==> config.mk <==
export PLATFORM = sky130hd
export DESIGN_NAME = nbody_readback
export DESIGN_NICKNAME = d
export VERILOG_FILES = /design/src/rtl/nbody_readback.sv
export SDC_FILE = /design/constraint.sdc
export NUM_CORES = 1
export LEC_CHECK = 0
export CAP_MARGIN = 5
export CORE_UTILIZATION = 30
export CTS_CLUSTER_SIZE = 40
export DETAILED_ROUTE_END_ITERATION = 10
export PLACE_DENSITY_LB_ADDON = 0.2
export SLEW_MARGIN = 10
export SYNTH_ARGS = -nofsm -noshare
export SYNTH_HDL_FRONTEND = slang
export SYNTH_SLANG_ARGS = --single-unit
==> constraint.sdc <==
create_clock -name clk -period 4 [get_ports clk]
set_input_delay 0.4 -clock clk [delete_from_list [all_inputs] [get_ports clk]]
set_output_delay 0.4 -clock clk [all_outputs]
set_load 0.005 [all_outputs]
==> src/rtl/nbody_readback.sv <==
`default_nettype none
// ============================================================================
// nbody_readback : bus-master sequencer that polls nbody DONE, raises READ,
//                  streams {index, x, y} per body, then clears READ.
// Optional feature macro: NBODY_RB_TIMEOUT_EN (bounded DONE polling)
// Revision: 1.0
// ============================================================================
module nbody_readback #(
  parameter int ADDR_WIDTH      = 16,
  parameter int BODY_ADDR_WIDTH = 9,
  parameter int READ_LATENCY    = 4,
  parameter int POLL_GAP        = 8,
  parameter int TIMEOUT_CYCLES  = 1000000
) (
  input  logic                       clk,
  input  logic                       rst,
  input  logic                       start,
  input  logic [BODY_ADDR_WIDTH:0]   n_bodies,
  output logic                       chipselect,
  output logic                       read,
  output logic                       write,
  output logic [ADDR_WIDTH-1:0]      addr,
  output logic [63:0]                writedata,
  input  logic [63:0]                readdata,
  output logic                       out_valid,
  input  logic                       out_ready,
  output logic [BODY_ADDR_WIDTH-1:0] out_index,
  output logic [63:0]                out_x,
  output logic [63:0]                out_y,
  output logic                       busy,
  output logic                       done,
  output logic                       timeout
);

  localparam int NW    = BODY_ADDR_WIDTH + 1;
  localparam int SEL_W = ADDR_WIDTH - BODY_ADDR_WIDTH;
  localparam int CMAX  = (READ_LATENCY > POLL_GAP) ? READ_LATENCY : POLL_GAP;
  localparam int CW    = $clog2(CMAX + 1);
  localparam logic [SEL_W-1:0] SEL_DONE = SEL_W'(7'h40);
  localparam logic [SEL_W-1:0] SEL_READ = SEL_W'(7'h01);
  localparam logic [SEL_W-1:0] SEL_X    = SEL_W'(7'h41);
  localparam logic [SEL_W-1:0] SEL_Y    = SEL_W'(7'h42);
  localparam logic [NW-1:0]    MAX_N    = NW'(2**BODY_ADDR_WIDTH);

  if (READ_LATENCY < 1 || TIMEOUT_CYCLES < 1) begin : g_param_check
    $error("nbody_readback: READ_LATENCY and TIMEOUT_CYCLES must be >= 1");
  end

  typedef enum logic [3:0] {
    S_IDLE, S_POLL_RD, S_POLL_WAIT, S_POLL_GAP, S_SET_RD,
    S_RDX, S_RDX_WAIT, S_RDY, S_RDY_WAIT, S_EMIT, S_CLR_RD, S_FIN
  } state_t;

  state_t        state, state_nxt;
  logic [CW-1:0] cnt;
  logic [NW-1:0] n, idx;
  logic          lat_last, gap_last, idx_last, tmo_take;

  assign lat_last  = (cnt == CW'(READ_LATENCY - 1));
  assign gap_last  = (cnt == CW'(POLL_GAP - 1));
  assign idx_last  = (idx == n - NW'(1));
  assign out_index = idx[BODY_ADDR_WIDTH-1:0];

  always_comb begin
    state_nxt  = state;
    chipselect = 1'b0;
    read       = 1'b0;
    write      = 1'b0;
    addr       = '0;
    writedata  = '0;
    out_valid  = 1'b0;
    done       = 1'b0;
    busy       = 1'b1;
    case (state)
      S_IDLE: begin
        busy = 1'b0;
        if (start) state_nxt = S_POLL_RD;
      end
      S_POLL_RD: begin
        chipselect = 1'b1;
        read       = 1'b1;
        addr       = {SEL_DONE, {BODY_ADDR_WIDTH{1'b0}}};
        state_nxt  = S_POLL_WAIT;
      end
      S_POLL_WAIT: begin
        if (lat_last) begin
          if (readdata[0])        state_nxt = S_SET_RD;
          else if (POLL_GAP == 0) state_nxt = S_POLL_RD;
          else                    state_nxt = S_POLL_GAP;
        end
      end
      S_POLL_GAP: if (gap_last) state_nxt = S_POLL_RD;
      S_SET_RD: begin
        chipselect = 1'b1;
        write      = 1'b1;
        addr       = {SEL_READ, {BODY_ADDR_WIDTH{1'b0}}};
        writedata  = 64'd1;
        state_nxt  = (n == '0) ? S_CLR_RD : S_RDX;
      end
      S_RDX: begin
        chipselect = 1'b1;
        read       = 1'b1;
        addr       = {SEL_X, idx[BODY_ADDR_WIDTH-1:0]};
        state_nxt  = S_RDX_WAIT;
      end
      S_RDX_WAIT: if (lat_last) state_nxt = S_RDY;
      S_RDY: begin
        chipselect = 1'b1;
        read       = 1'b1;
        addr       = {SEL_Y, idx[BODY_ADDR_WIDTH-1:0]};
        state_nxt  = S_RDY_WAIT;
      end
      S_RDY_WAIT: if (lat_last) state_nxt = S_EMIT;
      S_EMIT: begin
        out_valid = 1'b1;
        if (out_ready) state_nxt = idx_last ? S_CLR_RD : S_RDX;
      end
      S_CLR_RD: begin
        chipselect = 1'b1;
        write      = 1'b1;
        addr       = {SEL_READ, {BODY_ADDR_WIDTH{1'b0}}};
        state_nxt  = S_FIN;
      end
      S_FIN: begin
        done      = 1'b1;
        busy      = 1'b0;
        state_nxt = S_IDLE;
      end
      default: state_nxt = S_IDLE;
    endcase
    // An expired poll budget abandons the frame without touching READ
    if (tmo_take) state_nxt = S_FIN;
  end

  always_ff @(posedge clk) begin
    if (rst) begin
      state <= S_IDLE;
      cnt   <= '0;
    end else begin
      state <= state_nxt;
      cnt   <= (state_nxt != state) ? '0 : cnt + 1'b1;
    end
  end

  always_ff @(posedge clk) begin
    if (rst) begin
      n     <= '0;
      idx   <= '0;
      out_x <= '0;
      out_y <= '0;
    end else begin
      if (state == S_IDLE && start) n <= (n_bodies > MAX_N) ? MAX_N : n_bodies;
      if (state == S_SET_RD) idx <= '0;
      if (state == S_RDX_WAIT && lat_last) out_x <= readdata;
      if (state == S_RDY_WAIT && lat_last) out_y <= readdata;
      if (state == S_EMIT && out_ready && !idx_last) idx <= idx + NW'(1);
    end
  end

`ifdef NBODY_RB_TIMEOUT_EN
  localparam int TW = $clog2(TIMEOUT_CYCLES + 1);
  logic [TW-1:0] tcnt;
  logic          timeout_q, in_poll, done_seen;

  assign in_poll   = (state == S_POLL_RD) || (state == S_POLL_WAIT) || (state == S_POLL_GAP);
  assign done_seen = (state == S_POLL_WAIT) && lat_last && readdata[0];
  assign tmo_take  = in_poll && !done_seen && (tcnt == TW'(TIMEOUT_CYCLES - 1));
  assign timeout   = timeout_q;

  always_ff @(posedge clk) begin
    if (rst) begin
      tcnt      <= '0;
      timeout_q <= 1'b0;
    end else begin
      if (state == S_IDLE && start) tcnt <= '0;
      else if (in_poll)             tcnt <= tcnt + 1'b1;
      if (tmo_take) timeout_q <= 1'b1;
    end
  end
`else
  assign tmo_take = 1'b0;
  assign timeout  = 1'b0;
`endif

endmodule
`default_nettype wire

==> impl_metrics.toml <==
[layout]
diodes = 0
drive_above_1_share_pct = 5.14
final_area_mm2 = 0.00985
fillers = 2337
area_growth_pct = 40.6
final_nets = 1178
finalNonFillerCells = 1423

[routing]
drt_iter0_markers = 345
first_pass_iters = 4
drtAntennaViolNets = 0
drc = 0
wl_per_cell_um = 14.4
routed_wl_um = 20600
routed-via-count = 6412
via_per_inst = 4.51

[synth]
mappedNetlistArea_mm2 = 0.00700
synth_fa_ha_area_share_pct = 0.536
ys_ff_latch = 156
synthCells = 909
synth_compound_area_share_pct = 15.7
synth_area_per_cell_um2 = 7.70
synth_xor_area_share_pct = 1.73
ys_types = 61
synth_simple_gate_area_share_pct = 25.1
synthMuxAreaShare_pct = 0.143
synth_edf_count = 0
netlist.area_leader.share_pct = 44.6
synth_top_cell_by_area = "dfxtp_1"
synth_top_family_by_area = "simple AND/OR/NAND/NOR gates"
synthTopCellsByArea = "dfxtp_1 (45%), nand2_1 (14%), a21oi_1 (10%)"
synthArstFlopShare_pct = 0
yosys_warnings = 0
ys.flop_type = "dfxtp_1"
seq_area_frac_synth_pct = 44.6

[clock_network]
cts_tree = "built"
cts_resized = 0
clock_tree.buffer_depth = 2
clock-sinks = 156
clk_pin_slew_ns = 0.06
cts_made_buffers = 17
cts_root_buf = "clkbuf_16"
cts_max_level = 4
insertion_delay_ns = 0.42
holdBufCountCts = 0
postCtsSetupBuffers = 0

[place]
numPortBuffers = 233
place_area_mm2 = 0.00923
dp_hpwl_um = 13700
dp_cells = 1391
gp_congestion = 0.795

[grt]
grt_use_met1_pct = 21.5
grt_pass1_wl_um = 32600
overflow = 0
track_usage_pct = 17.2
grt_pass1_vias = 6015
busiest_layer = "met2"
use_met2_pct = 27.8
antenna_found_initial = 0
grt_util_met3_pct = 6.47
grt_max_degree = 92

[timing]
setup_viol_count_final = 0
fmax_mhz = 333
tightest_slew_ns = 0.802
max_slew_margin_pct = 46.5
hold_viol_final = 0
fin_setup_tns_ns = 0
skew_ns = 0.0178
fin_crit_ns = 3.01
finalCritPeriodShare_pct = 75.2
maxSlewViolCount = 0
rsz0062_at_grt = "false"

[run_status]
status = "complete, no violations"

[critical_path]
arrival_ns = 2.61
path_max_fanout = 18
path_class = "reg2out"
reg2regPathDepth = 9
worst_setup_path_end_kind = "primary output"
cp.required_ns = 3.60
startpoint_type = "flop"

[pwr]
p_int_uw = 2640
p_sw_uw = 868
leakagePower_uw = 0.00342
ir_drop_v = 0.000269
combPwrFrac_pct = 6.8
switching_share_pct = 24.7
pwr-share-clk_pct = 48.2
seq_power_share_pct = 45.0
power.density_mw_per_mm2 = 357

[job]
drv_cap = 0

[worst_hold_path]
hold_depth = 1
worstHoldPathType = "reg2reg"

[floorplan]
ios = 302
coreArea_mm2 = 0.0228
dieArea_mm2 = 0.0240
fp.dieH_um = 155
rows = 55
start_util_pct = 30.7
die_w_um = 155
[worst max-delay path: stages (launching register included)]
cell and delay, ns:
dfxtp_1 0.69, nor2b_1 0.57, a21boi_0 0.29, or2_2 0.15, clkdlybuf4s50_1 0.48
[cells in the final DEF, fill, tap and decap left out, types with 3 or more instances in the layout]
master           count
o31ai_1              3
a211o_1              5
nor3_1               7
a22oi_1              4
nor4_1               3
nand2_1            266
and2_1               3
o21ai_1              5
dfxtp_1            156
nor2_1              34
buf_4                6
o21ai_0              6
nor3b_1              9
xor2_1               5
inv_8                3
a21oi_1            146
clkdlybuf4s50_1    232
or3b_1               4
a21boi_0             3
nand3_1             13
clkbuf_16           17
nor2b_1              6
nand2b_1            10
conb_1              68
xnor2_1              7
inv_6                4
and3_1              16
ha_1                 3
a31oi_1              6
inv_1                8
[sequential cells by signal (all words and copies together), names as in the netlist]
signal,cells
out_x,64
out_y,64
idx,10
n,10
cnt,4
state,4
[stage by stage]
step                      util, %  hold slack [ns]  total power (uW)  setup slack [ns]
after floorplan                 -            0.418              1780              1.73
after global placement       40.5            0.436              1850              1.31
after detailed placement     40.5            0.445              1850              1.25
after CTS                    43.2            0.454              3560             0.940
after global routing         43.2            0.468              3670             0.720
final                        43.2            0.447              3510             0.994
[power groups by stage]
stage,combinational (uW),clock (uW),sequential (uW)
after global routing,266,1820,1580
after floorplan,174,0,1600
after CTS,240,1750,1580
after detailed placement,239,0,1620
final,239,1690,1580
after global placement,240,0,1610
[kinds of logic (layout without fill, tap and decap cells)]
kind of cell / Yosys count / count (layout)
simple gates: 394 / 394
flops: 156 / 156
other cells: 1 / 68
compound gates: 195 / 195
buf+inv: 146 / 280
xor+xnor: 13 / 13
fa+ha+maj: 3 / 3
mux: 1 / 1
[area by class of cell]
cell class / instances / area (um2) / share of cell area [%]
clock buffer: 18 / 439 / 4.46
clock inverter: 14 / 175 / 1.78
inverter: 9 / 33.8 / 0.343
multi-input combinational: 674 / 3300 / 33.5
sequential: 156 / 3120 / 31.7
tap: 313 / 392 / 3.98
timing repair buffer: 239 / 2390 / 24.2
[routing by layer]
| layer | part of all wire [%] | routed length, um |
|---|---|---|
| met1 | 45 | 9190 |
| met2 | 46 | 9410 |
| met3 | 8.6 | 1760 |
| met4 | 1.0 | 205 |
| met5 | 0 | 0 |
[Yosys cell counts (3+ instances only)]
cell type	instances
nand3_1	15
xnor2_1	7
buf_4	79
dfxtp_1	156
o21ai_0	6
nand2b_1	10
a31oi_1	6
a211o_1	5
o21ai_1	5
and3_1	17
nor3_1	7
xor2_1	5
or3b_1	4
buf_1	3
nor2b_1	6
nor3b_1	9
a22oi_1	4
o31ai_1	3
a21boi_0	3
inv_1	8
nand2_1	266
ha_1	3
clkbuf_1	53
a21oi_1	146
nor4_1	3
and2_1	3
nor2_1	35
[final timing paths]
kind / start / end / slack [ns]
setup / recovery: state[0]$_SDFF_PP0_ / chipselect / 0.99
hold / removal: cnt[0]$_SDFF_PP0_ / cnt[0]$_SDFF_PP0_ / 0.45
setup reg to reg: n[0]$_SDFFE_PP0P_ / idx[2]$_SDFFE_PP0P_ / 1.26
hold reg to reg: cnt[0]$_SDFF_PP0_ / cnt[0]$_SDFF_PP0_ / 0.45
(Power assumes the default switching activity.)
